$ cat config.mk
export PLATFORM = sky130hd
export DESIGN_NAME = code_word_decoder
export DESIGN_NICKNAME = d
export VERILOG_FILES = /design/src/rtl/code_pkg.sv /design/src/rtl/code_word_check.sv /design/src/rtl/code_word_decoder.sv
export SDC_FILE = /design/constraint.sdc
export NUM_CORES = 1
export LEC_CHECK = 0
export BUFFER_PORTS_ARGS = -buffer_cell sky130_fd_sc_hd__buf_2
export CAP_MARGIN = 20
export CORE_MARGIN = 1.5
export CORE_UTILIZATION = 48
export CTS_BUF_LIST = sky130_fd_sc_hd__clkbuf_16
export DETAILED_ROUTE_END_ITERATION = 10
export GPL_TIMING_DRIVEN = 0
export PLACE_DENSITY = 0.84
export SLEW_MARGIN = 30
export SYNTH_ARGS = -nofsm -noshare
export SYNTH_HDL_FRONTEND = slang
export SYNTH_SLANG_ARGS = --single-unit
export TNS_END_PERCENT = 30
$ cat constraint.sdc
create_clock -name clk -period 4 [get_ports clk]
set_input_delay 0.8 -clock clk [delete_from_list [all_inputs] [get_ports clk]]
set_output_delay 0.8 -clock clk [all_outputs]
set_load 0.03 [all_outputs]
$ cat src/rtl/code_pkg.sv
// Shared constants and decode helpers for the 3-bit symbol code family.
// Contents:
//   CODE_W, VAL_W   - code word and value widths
//   dec_t           - decoded value plus illegal flag
//   gray_to_bin     - 3-bit Gray to binary
//   onehot_to_bin   - 7-bit one-hot (or all-zero) to value, flags multi-hot
package code_pkg;
  localparam int CODE_W = 7;
  localparam int VAL_W  = 3;

  typedef struct packed {
    logic [VAL_W-1:0] value;
    logic             err;
  } dec_t;

  function automatic logic [VAL_W-1:0] gray_to_bin(input logic [VAL_W-1:0] g);
    return {g[2], g[2] ^ g[1], g[2] ^ g[1] ^ g[0]};
  endfunction

  // All-zero maps to 0, bit k alone maps to k+1, anything else is illegal
  // and reports value 0.
  function automatic dec_t onehot_to_bin(input logic [CODE_W-1:0] c);
    dec_t             res;
    logic [VAL_W-1:0] n;
    res = '0;
    n   = '0;
    for (int i = 0; i < CODE_W; i++) begin
      if (c[i]) begin
        n         = n + 3'd1;
        res.value = VAL_W'(i + 1);
      end
    end
    if (n > 3'd1) begin
      res.value = '0;
      res.err   = 1'b1;
    end
    return res;
  endfunction
endpackage

$ cat src/rtl/code_word_check.sv
// Combinational classifier for one code word.
// Ports:
//   i_code    - 7-bit code word
//   o_value   - recovered 3-bit value
//   o_illegal - word is not a legal code word
// Parameter USE_GRAY: 1 = Gray in bits [2:0] (upper bits must be 0), 0 = one-hot.
module code_word_check
  import code_pkg::*;
#(
  parameter int USE_GRAY = 1
) (
  input  logic [CODE_W-1:0] i_code,
  output logic [VAL_W-1:0]  o_value,
  output logic              o_illegal
);
  generate
    if (USE_GRAY != 0) begin : g_gray
      // Value is still decoded from the low bits even when upper bits are set.
      assign o_value   = gray_to_bin(i_code[VAL_W-1:0]);
      assign o_illegal = |i_code[CODE_W-1:VAL_W];
    end else begin : g_onehot
      dec_t w_dec;
      assign w_dec     = onehot_to_bin(i_code);
      assign o_value   = w_dec.value;
      assign o_illegal = w_dec.err;
    end
  endgenerate
endmodule

$ cat src/rtl/code_word_decoder.sv
// Single-stage registered decoder from 7-bit code word to 3-bit value with
// valid/ready on both sides, illegal-word flag, sticky error and saturating
// error counter.
// Ports:
//   clk, rst            - clock, synchronous active-high reset
//   in_valid/in_ready   - input handshake, in_code carries the word
//   out_valid/out_ready - output handshake, out_value/out_err carry the result
//   err_sticky          - set by any accepted illegal word
//   err_count           - saturating count of accepted illegal words
//   err_clr             - synchronous clear of err_sticky/err_count (wins over a new error)
//   out_raw             - only with CODE_DEC_PASSTHRU_ERR_EN: the illegal word, else 0
// Build option: define CODE_DEC_PASSTHRU_ERR_EN to add out_raw.
module code_word_decoder
  import code_pkg::*;
#(
  parameter int USE_GRAY  = 1,
  parameter int ERR_CNT_W = 8
) (
  input  logic                 clk,
  input  logic                 rst,
  input  logic                 in_valid,
  output logic                 in_ready,
  input  logic [CODE_W-1:0]    in_code,
  output logic                 out_valid,
  input  logic                 out_ready,
  output logic [VAL_W-1:0]     out_value,
  output logic                 out_err,
  output logic                 err_sticky,
  output logic [ERR_CNT_W-1:0] err_count,
`ifdef CODE_DEC_PASSTHRU_ERR_EN
  output logic [CODE_W-1:0]    out_raw,
`endif
  input  logic                 err_clr
);
  logic [VAL_W-1:0]     w_value;
  logic                 w_illegal;
  logic                 w_acc;
  logic                 r_valid;
  logic [VAL_W-1:0]     r_value;
  logic                 r_err;
  logic                 r_sticky;
  logic [ERR_CNT_W-1:0] r_count;

  code_word_check #(.USE_GRAY(USE_GRAY)) u_check (
    .i_code    (in_code),
    .o_value   (w_value),
    .o_illegal (w_illegal)
  );

  // Register frees up in the same cycle it drains, so no bubble.
  assign in_ready = !r_valid || out_ready;
  assign w_acc    = in_valid && in_ready;

  always_ff @(posedge clk) begin
    if (rst) begin
      r_valid <= 1'b0;
      r_value <= '0;
      r_err   <= 1'b0;
    end else if (w_acc) begin
      r_valid <= 1'b1;
      r_value <= w_value;
      r_err   <= w_illegal;
    end else if (out_ready) begin
      r_valid <= 1'b0;
    end
  end

  always_ff @(posedge clk) begin
    if (rst || err_clr) begin
      r_sticky <= 1'b0;
      r_count  <= '0;
    end else if (w_acc && w_illegal) begin
      r_sticky <= 1'b1;
      if (r_count != '1) r_count <= r_count + ERR_CNT_W'(1);
    end
  end

`ifdef CODE_DEC_PASSTHRU_ERR_EN
  logic [CODE_W-1:0] r_raw;
  always_ff @(posedge clk) begin
    if (rst)        r_raw <= '0;
    else if (w_acc) r_raw <= w_illegal ? in_code : '0;
  end
  assign out_raw = r_raw;
`endif

  assign out_valid  = r_valid;
  assign out_value  = r_value;
  assign out_err    = r_err;
  assign err_sticky = r_sticky;
  assign err_count  = r_count;
endmodule
* Yosys cells after proc, flatten, opt, wreduce, memory -nomap -nowiden
Cells that the tools add are included.
** Storage, ports and cells
- Input port bits :: 12
- Word-level logic and storage cells :: 19
- Output and inout bits :: 15
- Register bits after elaboration :: 14
** Cells by class
- Reductions and logical operators :: 8
- Bitwise operators :: 2
- Equal/unequal tests :: 1
- $add $sub $neg :: 1
- Muxes and demuxes :: 2
** Operator list (count)
- $add 8x1->8 const B :: 1
- $ne 8x8->1 const B :: 1
- $reduce_or 4->1 :: 1
- $logic_and 1x1->1 :: 2
- $logic_or 1x1->1 :: 2
- $mux 1 :: 2
- $reduce_and 2->1 :: 1
- $reduce_bool 2->1 :: 1
- $xor 1x1->1 :: 2
- $logic_not 1->1 :: 1

* Logic depth before layout (Yosys ltp)
Gate-level depths: netlist of run 1.
- Depth after elaboration :: 5
- Gate-level depth with buffers :: 5
- Depth with buffers taken out :: 5

* Modules after synthesis
From an unflattened synthesis of run 1, not the netlist that was laid out.
** Unflattened totals
- Cell total of the unflattened synthesis :: 78
- Area total of the unflattened synthesis :: 718.2 um^2
** Modules (own cells, without submodules)
- code_word_decoder :: instances 1, sequential area each 280.3 um^2, cells an instance 74, area each 670.6 um^2
- code_word_check :: instances 1, sequential area each 0.0 um^2, cells an instance 4, area each 47.5 um^2

* Worst setup path after synthesis of run 1
OpenSTA, ideal clock, no wires.
- Path type :: input port to flip-flop
- From :: in out_ready
- To :: reg r_count[3] (netlist: err_count[3])
- Path buffers :: 1
- Stages on the path :: 5
- Arrival time :: 2.075 ns
- Data required time :: 3.930 ns
- Slack :: 1.854 ns
- Library setup time :: 0.070 ns
- Cells stage by stage :: and2b_4 > or3_4 > buf_6 > or4_1 > a21oi_1
** Between the ends
- Cells in the longest elaborated chain, start to end :: 4
** Ends and longest elaborated chain
- start: declaration :: line code_word_decoder.sv:25 : input logic out_ready,
- $logic_or 1x1->1 :: line code_word_decoder.sv:51 : assign in_ready = !r_valid || out_ready;
- $logic_and 1x1->1 :: line code_word_decoder.sv:52 : assign w_acc = in_valid && in_ready;
- $logic_and 1x1->1 :: line code_word_decoder.sv:72 : end else if (w_acc && w_illegal) begin
- $reduce_and 2->1 (no line)
- end signal: assignment :: line code_word_decoder.sv:74 : if (r_count != '1) r_count <= r_count + ERR_CNT_W'(1);
- end: declaration :: line code_word_decoder.sv:42 : logic [ERR_CNT_W-1:0] r_count;
No other way between the ends.
A chain may end at the register's enable or synchronous reset.

* Worst setup path after layout of run 1
- From :: in out_ready
- To :: out in_ready
** Between the ends
- Cells in the longest elaborated chain, start to end :: 1
** Ends and longest elaborated chain
- $logic_or 1x1->1 :: line code_word_decoder.sv:51
- end: declaration :: line code_word_decoder.sv:22 : output logic in_ready,
No other way between the ends.

==> results of run 1 <==
[kinds of logic (layout without fill, tap and decap cells)]
group           Yosys count  after routing
xor+xnor                  2              2
simple gates             37             37
compound gates           18             18
flops                    14             14
buf+inv                   5             35
mux                       1              1
fa+ha+maj                 1              1
[cell type report]
| type | count | share of cell area (%) |
|---|---|---|
| Multi-Input combinational cell | 59 | 39.77 |
| Sequential cell | 14 | 31.59 |
| Timing Repair Buffer | 26 | 14.67 |
| Clock buffer | 3 | 8.463 |
| Tap cell | 15 | 2.116 |
| Buffer | 2 | 1.693 |
| Inverter | 3 | 1.269 |
| Clock inverter | 1 | 0.4231 |
[worst min-delay path, cell delays in order (launching register included)]
cell	delay, ns
dfxtp_1	0.30
nand2_1	0.05
a21oi_1	0.05
[report_power, final]
group / switching [W] / total, W / internal, W / leakage (nW)
Clock: 0.0000548 / 0.000187 / 0.000132 / 0.0385
Sequential: 0.00000263 / 0.000147 / 0.000145 / 0.114
Combinational: 0.0000276 / 0.0000441 / 0.0000165 / 0.212
Total: 0.0000851 / 0.000378 / 0.000293 / 0.365
[path summary, 6_finish.rpt]
path / startpoint / to / slack, ns
max: out_ready / in_ready / 1.77
min: out_value[0] / out_value[0] / 0.45
max reg2reg: err_count[0] / err_count[0] / 2.28
min reg2reg: out_value[0] / out_value[0] / 0.45
[layer usage]
layer	part of all wire [%]	global-route usage, %
met5	0	0
met4	0.39	7.759
met3	4.5	5.000
met2	47	37.10
met1	48	27.80
[stage by stage]
step | setup slack (ns) | total power [W] | hold WS, ns | instance area [um^2] | util, %
floorplan | 1.854 | 0.0001784 | 0.5706 | 659.4 | -
global placement | 1.756 | 0.0001927 | 0.4354 | 808.3 | 62.90
detailed placement | 1.721 | 0.0001937 | 0.4489 | 808.3 | 62.90
CTS | 1.756 | 0.0003789 | 0.4556 | 887.1 | 69.04
global route | 1.726 | 0.0003930 | 0.4668 | 887.1 | 69.04
finish | 1.766 | 0.0003783 | 0.4533 | 887.1 | 69.04
[state kept, by name, indices dropped and copies added, names as in the netlist]
name	count
out_value	3
err_count	8
err_sticky	1
out_valid	1
out_err	1
[Yosys cell counts (2+ instances only)]
cell and n:
a21oi_1 10, dfxtp_1 14, inv_1 2, nand2_1 7, nand3_1 7, nor2_1 6
nor3_1 4, nor4_1 2, nor4b_1 2, o21ai_0 2, o31ai_1 2, or3_1 2
xor2_1 2
[cell usage in the layout, fill, tap and decap left out]
cell and count:
buf_2 26, dfxtp_1 14, a21oi_1 10, nand2_1 7, nand3_1 7, nor2_1 6
nor3_1 4, clkbuf_16 3, inv_1 2, xor2_1 2, nor4_1 2, nor4b_1 2
or3_1 2, o31ai_1 2, o21ai_0 2, and2b_4 1, inv_2 1, or2_2 1
buf_1 1, or3_4 1, buf_6 1, and4_1 1, a41oi_1 1, a211oi_1 1
a31oi_1 1, o41ai_1 1, nand4b_1 1, mux2i_1 1, or4_1 1, or3_2 1
ha_1 1, clkinv_1 1
==> flow_metrics.env, run 1 <==
export IMPL_diodes=0
export IMPL_dieArea_um2=1605
export IMPL_ys_warn_count=0
export IMPL_synthFlopType="dfxtp_1"
export IMPL_synth_top_family_by_area="simple AND/OR/NAND/NOR gates"
export IMPL_core_area_um2=1285
export IMPL_gr_total_overflow=0
export IMPL_dr_total_vias=700
export IMPL_dp_cells=119
export IMPL_cts_root_buf="clkbuf_16"
export IMPL_cts_resized=0
export IMPL_yosys_area_share_simple_pct=31.31
export IMPL_fillCellCount=106
export IMPL_max_stage_delay_ns=0.25
export IMPL_grt_max_degree=11
export IMPL_clock_latency_ns=0.24
export IMPL_synth_xor_area_share_pct=2.657
export IMPL_grt_pass1_vias=592
export IMPL_p_leak_nw=0.3650
export IMPL_regArea_um2=280.3
export IMPL_ys_ff_latch=14
export IMPL_synth_compound_area_share_pct=16.13
export IMPL_clockBufferDepth=2
export IMPL_postSynthCellCount=78
export IMPL_period_minus_slack_ns=2.234
export IMPL_avgSynthCellArea_um2=8.454
export IMPL_place_congestion=0.7567
export IMPL_tightest_slew_ns=0.6808
export IMPL_tns_ns=0
export IMPL_maxCapViolCount=0
export IMPL_synth_edff_count=0
export IMPL_die_w_um=40.07
export IMPL_endpoint_kind="output port"
export IMPL_syn_nets=91
export IMPL_h_tree_depth=1
export IMPL_finalCritPeriodShare_pct=55.85
export IMPL_cp_depth=4
export IMPL_synth_fa_ha_area_share_pct=1.898
export IMPL_max_freq_ghz=0.4477
export IMPL_cp_num_buf_inv=3
export IMPL_row_count=13
export IMPL_viasPerCell=5.691
export IMPL_hold_buffers=0
export IMPL_r2r_cells=5
export IMPL_cp_arrival_ns=1.43
export IMPL_crit_path_frequent_cell="buf_2"
export IMPL_synth_area_leaders="dfxtp_1, a21oi_1, nand3_1"
export IMPL_first_iter_violations=14
export IMPL_area_growth_pct=34.54
export IMPL_cts_buffers=3
export IMPL_drc=0
export IMPL_grt_pass1_wl_um=2380
export IMPL_synth_area_um2=659.4
export IMPL_cts_sinks=14
export IMPL_ant_nets=0
export IMPL_setup_worst_path_class="in2out"
export IMPL_crit_family="buffers and inverters"
export IMPL_hold_path_depth=2
export IMPL_fin_cells=123
export IMPL_grt_usage_pct=22.25
export IMPL_worstSetupStartpointType="primary input"
export IMPL_critPathMaxFanout=6
export IMPL_required_ns=3.20
export IMPL_avgRoutedWirePerCell_um=12.59
export IMPL_slew_viol_final=0
export IMPL_yosysTopAreaCell="dfxtp_1"
export IMPL_worst_path_max_delay_cell="and2b_4"
export IMPL_clk_pin_slew_ns=0.05
export IMPL_synth_area_mux_share_pct=1.518
export IMPL_power_density_nw_per_um2=426.4
export IMPL_slew_headroom_pct=54.26
export IMPL_start_util_pct=51.31
export IMPL_cts_tree="yes"
export IMPL_io_buffers=26
export IMPL_nets=122
export IMPL_hold_viol=0
export IMPL_antenna_found_initial=0
export IMPL_setup_violations_final=0
export IMPL_dr_pass1_iters=4
export IMPL_synth_top_area_share_pct=42.50
export IMPL_crit_chain="buf_2, and2b_4, inv_1, buf_2"
export IMPL_synth_seq_area_share_pct=42.50
export IMPL_layout_drive_gt1_share_pct=32.41
export IMPL_ios=27
export IMPL_post_cts_buffers=0
export IMPL_finalClockSkew_ns=0.003285
export IMPL_async_flop_share_pct=0
export IMPL_multi_input_area_um2=352.8
export IMPL_dpl_hpwl_um=1071
export IMPL_wl_um=1549
export IMPL_hold_class="reg2reg"
export IMPL_die_h_um=40.07
export IMPL_synth_cell_types=29
export IMPL_status="complete, no violations"
export IMPL_vdd_drop_max_v=0.0002150
export IMPL_rsz0062_at_grt="false"
Note: power is estimated with default switching activity, not from simulation.
==> run 2: changes to the inputs <==
CORE_UTILIZATION = 41   (was 48)
PLACE_DENSITY = 0.76   (was 0.84)
clock period = 1.9 ns   (was 4 ns; I/O delays follow)
==> run 2 against run 1 <==
Net effect:
- setup slack worse by 1.5 ns
- largest power group unchanged
- largest cell class unchanged
- critical path type is now reg2reg
- global-route usage fell by 5.3 points
- combinational power rose by 110%
==> flow_metrics.env, run 2 (synthesis gave the netlist of run 1 again) <==
export IMPL_power_density_nw_per_um2=904.3
export IMPL_area_growth_pct=34.72
export IMPL_row_count=14
export IMPL_post_cts_buffers=0
export IMPL_cts_root_buf="clkbuf_16"
export IMPL_crit_chain="and2b_4, or3_4, buf_6, or4_1, a21oi_1"
export IMPL_dpl_hpwl_um=1042
export IMPL_layout_commonest_cell="buf_2"
export IMPL_die_h_um=43.10
export IMPL_place_congestion=0.7866
export IMPL_vdd_drop_max_v=0.0004602
export IMPL_finalClockSkew_ns=0.001168
export IMPL_viasPerCell=5.556
export IMPL_layout_common_cells="buf_2, dfxtp_1, a21oi_1, nand2_1, nand3_1"
export IMPL_cts_buffers=3
export IMPL_required_ns=2.07
export IMPL_hold_class="in2reg"
export IMPL_slew_viol_final=0
export IMPL_diodes=0
export IMPL_io_buffers=26
export IMPL_ios=27
export IMPL_min_from="rst"
export IMPL_start_util_pct=43.77
export IMPL_worst_r2r_endpoint="err_count[3]"
export IMPL_crit_family="simple AND/OR/NAND/NOR gates"
export IMPL_cts_sinks=14
export IMPL_grt_max_degree=11
export IMPL_dieArea_um2=1858
export IMPL_r2r_slack_ns=0.23
export IMPL_setup_worst_path_class="reg2reg"
export IMPL_r2r_cells=5
export IMPL_hold_buffers=0
export IMPL_gr_total_overflow=0
export IMPL_slew_headroom_pct=57.02
export IMPL_cts_resized=0
export IMPL_critPathMaxFanout=10
export IMPL_cts_tree="yes"
export IMPL_design_area_um2=888.4
export IMPL_layout_drive_gt1_share_pct=32.41
export IMPL_reg2reg_from="out_valid"
export IMPL_cp_arrival_ns=1.85
export IMPL_finalCritPeriodShare_pct=88.09
export IMPL_max_stage_delay_ns=0.49
export IMPL_max_freq_ghz=0.5975
export IMPL_clockBufferDepth=2
export IMPL_hold_viol=0
export IMPL_antenna_found_initial=0
export IMPL_rsz0062_at_grt="false"
export IMPL_grt_pass1_vias=544
export IMPL_grt_usage_pct=16.90
export IMPL_core_area_um2=1506
export IMPL_clock_latency_ns=0.24
export IMPL_first_iter_violations=20
export IMPL_grt_pass1_wl_um=2318
export IMPL_die_w_um=43.10
export IMPL_hold_end="out_value[2]"
export IMPL_worstSetupStartpointType="register"
export IMPL_nets=122
export IMPL_status="complete, no violations"
export IMPL_largest_reg_flops=8
export IMPL_fillCellCount=142
export IMPL_period_minus_slack_ns=1.674
export IMPL_hold_path_depth=2
export IMPL_tns_ns=0
export IMPL_clk_pin_slew_ns=0.05
export IMPL_dr_pass1_iters=4
export IMPL_placed_area_um2=809.5
export IMPL_p_leak_nw=0.3650
export IMPL_avgRoutedWirePerCell_um=12.06
export IMPL_cp_num_buf_inv=1
export IMPL_setup_violations_final=0
export IMPL_maxCapViolCount=0
export IMPL_endpoint_kind="register"
export IMPL_ant_nets=0
export IMPL_h_tree_depth=1
export IMPL_tightest_slew_ns=0.6397
export IMPL_dr_total_vias=689
export IMPL_drc=0
export IMPL_worst_path_max_delay_cell="or4_1"
export IMPL_wl_um=1495
run 2: cell counts in the layout (fill, tap and decap cells not counted):
No cell type changed its count.
run 2: routing by layer:
| layer | up-vias | GRT usage, % | routed length, um |
|---|---|---|---|
| li1 | 354 | - | - |
| met1 | 310 | 22.72 | 680 |
| met2 | 23 | 23.88 | 722 |
| met3 | 2 | 3.830 | 76 |
| met4 | 0 | 10.91 | 15 |
| met5 | - | 0 | 0 |
run 2: layout make-up:
| cell class | instances | area, um^2 | area share, % |
|---|---|---|---|
| well taps | 16 | 20.02 | 2.254 |
| plain buffers | 2 | 15.01 | 1.690 |
| flip-flops and latches | 14 | 280.3 | 31.55 |
| inverters | 3 | 11.26 | 1.268 |
| multi-input cells | 59 | 352.8 | 39.72 |
| clock inverters | 1 | 3.754 | 0.4225 |
| repair buffers | 26 | 130.1 | 14.65 |
| clock buffers | 3 | 75.07 | 8.451 |
run 2: worst reg2reg max path: stages, from the launching register on:
cell and delay, ns:
dfxtp_1 0.30, and2b_4 0.17, or3_4 0.36, buf_6 0.14, or4_1 0.49, a21oi_1 0.14
run 2: worst max-delay path by stage:
| stage | startpoint | to | slack, ns | depth (start not counted) |
|---|---|---|---|---|
| after global placement | out_ready | err_count[3] | 0.07 | 6 |
| after CTS | out_valid | err_count[3] | 0.22 | 5 |
| after global routing | err_count[0] | err_count[3] | 0.11 | 5 |
| final | out_valid | err_count[3] | 0.23 | 5 |
| after detailed placement | out_ready | err_count[3] | 0.05 | 6 |
| after floorplan | out_valid | err_count[3] | 0.13 | 5 |
run 2: power by group:
part	internal (W)	switching, W	leakage, nW
Clock	0.000278	0.000123	0.0385
Combinational	0.0000347	0.0000570	0.212
Sequential	0.000305	0.00000542	0.114
run 2: per-stage QoR:
stage / power, W / setup WS [ns] / cells / util (%) / hold slack (ns)
detailed placement: 0.0004074 / 0.05131 / 120 / 53.74 / 0.4454
finish: 0.0008034 / 0.2264 / 124 / 58.97 / 0.3691
floorplan: 0.0003757 / 0.1256 / 78 / - / 0.4491
global placement: 0.0004062 / 0.06805 / 120 / 53.74 / 0.4385
global route: 0.0008300 / 0.1077 / 124 / 58.97 / 0.3750
CTS: 0.0008081 / 0.2192 / 124 / 58.97 / 0.3721
==> run 3: changes to the inputs <==
CAP_MARGIN = unset   (was 20)
CORE_UTILIZATION = 45   (was 41)
PLACE_DENSITY = 0.79   (was 0.76)
clock period = 1.6 ns   (was 1.9 ns; I/O delays follow)
==> run 3 against run 2 <==
Net effect:
- fmax grew 8.7%
- core utilization increased by 9.2 points
- largest power group unchanged
- non-clock buffer count down 1
- wire length rose by 3.8%
- clock skew increased by 0.0012 ns
- flip-flop and latch count unchanged
- combinational power rose by 20%
- register-to-register slack got worse by 0.17 ns
==> flow_metrics.env, run 3 (synthesis gave the netlist of run 1 again) <==
export IMPL_status="complete, no violations"
export IMPL_layout_commonest_cell="buf_2"
export IMPL_cp_depth=4
export IMPL_slew_headroom_pct=60.77
export IMPL_cts_buffers=3
export IMPL_dr_pass1_iters=5
export IMPL_hold_buffers=0
export IMPL_r2r_slack_ns=0.06
export IMPL_finalCritPeriodShare_pct=96.25
export IMPL_io_buffers=26
export IMPL_met2_usage_pct=33.98
export IMPL_largest_reg_flops=8
export IMPL_max_freq_ghz=0.6494
export IMPL_maxCapViolCount=0
export IMPL_r2r_cells=4
export IMPL_reg2reg_from="out_valid"
export IMPL_drc=0
export IMPL_cts_tree="yes"
export IMPL_die_w_um=41.28
export IMPL_cp_arrival_ns=1.71
export IMPL_first_iter_violations=10
export IMPL_worstSetupStartpointType="register"
export IMPL_worst_r2r_endpoint="err_count[3]"
export IMPL_place_congestion=0.7565
export IMPL_crit_family="simple AND/OR/NAND/NOR gates"
export IMPL_grt_pass1_wl_um=2277
export IMPL_design_area_um2=909.6
export IMPL_gr_usage_met1_pct=25.49
export IMPL_clockBufferDepth=2
export IMPL_period_minus_slack_ns=1.540
export IMPL_dr_total_vias=692
export IMPL_ios=27
export IMPL_dpl_hpwl_um=1091
export IMPL_endpoint_kind="register"
export IMPL_viasPerCell=5.672
export IMPL_fin_hold_ws_ns=0.3092
export IMPL_critPathMaxFanout=10
export IMPL_nets=121
export IMPL_row_count=13
export IMPL_cp_num_buf_inv=0
export IMPL_gr_total_overflow=0
export IMPL_grt_max_degree=11
export IMPL_cp_startpoint="out_valid"
export IMPL_h_tree_depth=1
export IMPL_dieArea_um2=1704
export IMPL_clock_latency_ns=0.24
export IMPL_layout_drive_gt1_share_pct=36.45
export IMPL_antenna_found_initial=0
export IMPL_hold_viol=0
export IMPL_grt_util_met3_pct=4.891
export IMPL_placed_area_um2=820.8
export IMPL_vdd_drop_max_v=0.0005814
export IMPL_ant_nets=0
export IMPL_setup_violations_final=0
export IMPL_grt_busiest_layer="met2"
export IMPL_area_growth_pct=37.95
export IMPL_rsz0062_at_grt="false"
export IMPL_avgRoutedWirePerCell_um=12.72
export IMPL_fin_cells=122
export IMPL_tightest_slew_ns=0.5831
export IMPL_core_area_um2=1334
export IMPL_start_util_pct=49.44
export IMPL_layout_common_cells="buf_2, dfxtp_1, a21oi_1, nand2_1, nand3_1"
export IMPL_grt_pass1_vias=543
export IMPL_grt_usage_pct=21.14
export IMPL_worst_path_max_delay_cell="or3_4"
export IMPL_slew_viol_final=0
export IMPL_p_total_w=0.0009402
export IMPL_clk_pin_slew_ns=0.04
export IMPL_layout_setup_ws_ns=0.06001
export IMPL_diodes=0
export IMPL_max_stage_delay_ns=0.43
export IMPL_hold_class="in2reg"
export IMPL_setup_worst_path_class="reg2reg"
export IMPL_post_place_ws_ns=-0.08457
export IMPL_finalClockSkew_ns=0.002411
export IMPL_dp_cells=119
export IMPL_power_density_nw_per_um2=1034
export IMPL_post_cts_buffers=0
export IMPL_cp_endpoint="err_count[3]"
export IMPL_wl_um=1552
export IMPL_required_ns=1.77
export IMPL_cts_root_buf="clkbuf_16"
export IMPL_p_leak_nw=0.3772
export IMPL_die_h_um=41.28
export IMPL_crit_chain="and2b_4, or3_4, or4_1, a21oi_1"
export IMPL_cts_sinks=14
## run 3: changes by cell type in the layout (fill, tap and decap cells not counted), sizes merged
cell,delta
buf,-1
## run 3: report_power, final
| group | switching [W] | internal, W | total [W] | leakage, nW |
|---|---|---|---|---|
| clock | 0.000133 | 0.000329 | 0.000462 | 0.0385 |
| combinational | 0.0000700 | 0.0000400 | 0.000110 | 0.224 |
| sequential | 0.00000638 | 0.000362 | 0.000368 | 0.115 |
| total | 0.000209 | 0.000731 | 0.000940 | 0.377 |
## run 3: repair_timing
action,in CTS,in global routing
gates resized for setup,0,4
setup endpoints to repair,2,5
pin swaps,1,2
cloned,0,0
## run 3: layout make-up
cell class	count	area, um^2
plain buffers	1	3.754
clock buffers	3	75.07
clock inverters	1	3.754
fillers	111	424.2
inverters	3	11.26
multi-input cells	59	382.9
flip-flops and latches	14	284.0
well taps	15	18.77
repair buffers	26	130.1
## run 3: worst min-delay path by stage
| stage | startpoint | to | depth (start not counted) |
|---|---|---|---|
| after floorplan | rst | out_valid | 1 |
| after global placement | out_value[0] | out_value[0] | 2 |
| after detailed placement | out_value[2] | out_value[2] | 2 |
| after CTS | rst | out_valid | 2 |
| after global routing | rst | out_value[0] | 2 |
| final | rst | out_valid | 2 |
## run 3: metal layers
layer,vias to the layer above,part of all wire (%)
li1,349,-
met1,311,43
met2,28,49
met3,4,7.2
met4,0,0.97
met5,-,0
## run 3: stage by stage
| stage | TNS, ns | util, % |
|---|---|---|
| 2_1_floorplan | -0.007628 | - |
| 3_3_place_gp | -0.2615 | 61.54 |
| 3_5_place_dp | -0.3156 | 61.54 |
| 4_1_cts | 0 | 66.60 |
| 5_1_grt | 0 | 68.20 |
| 6_report | 0 | 68.20 |
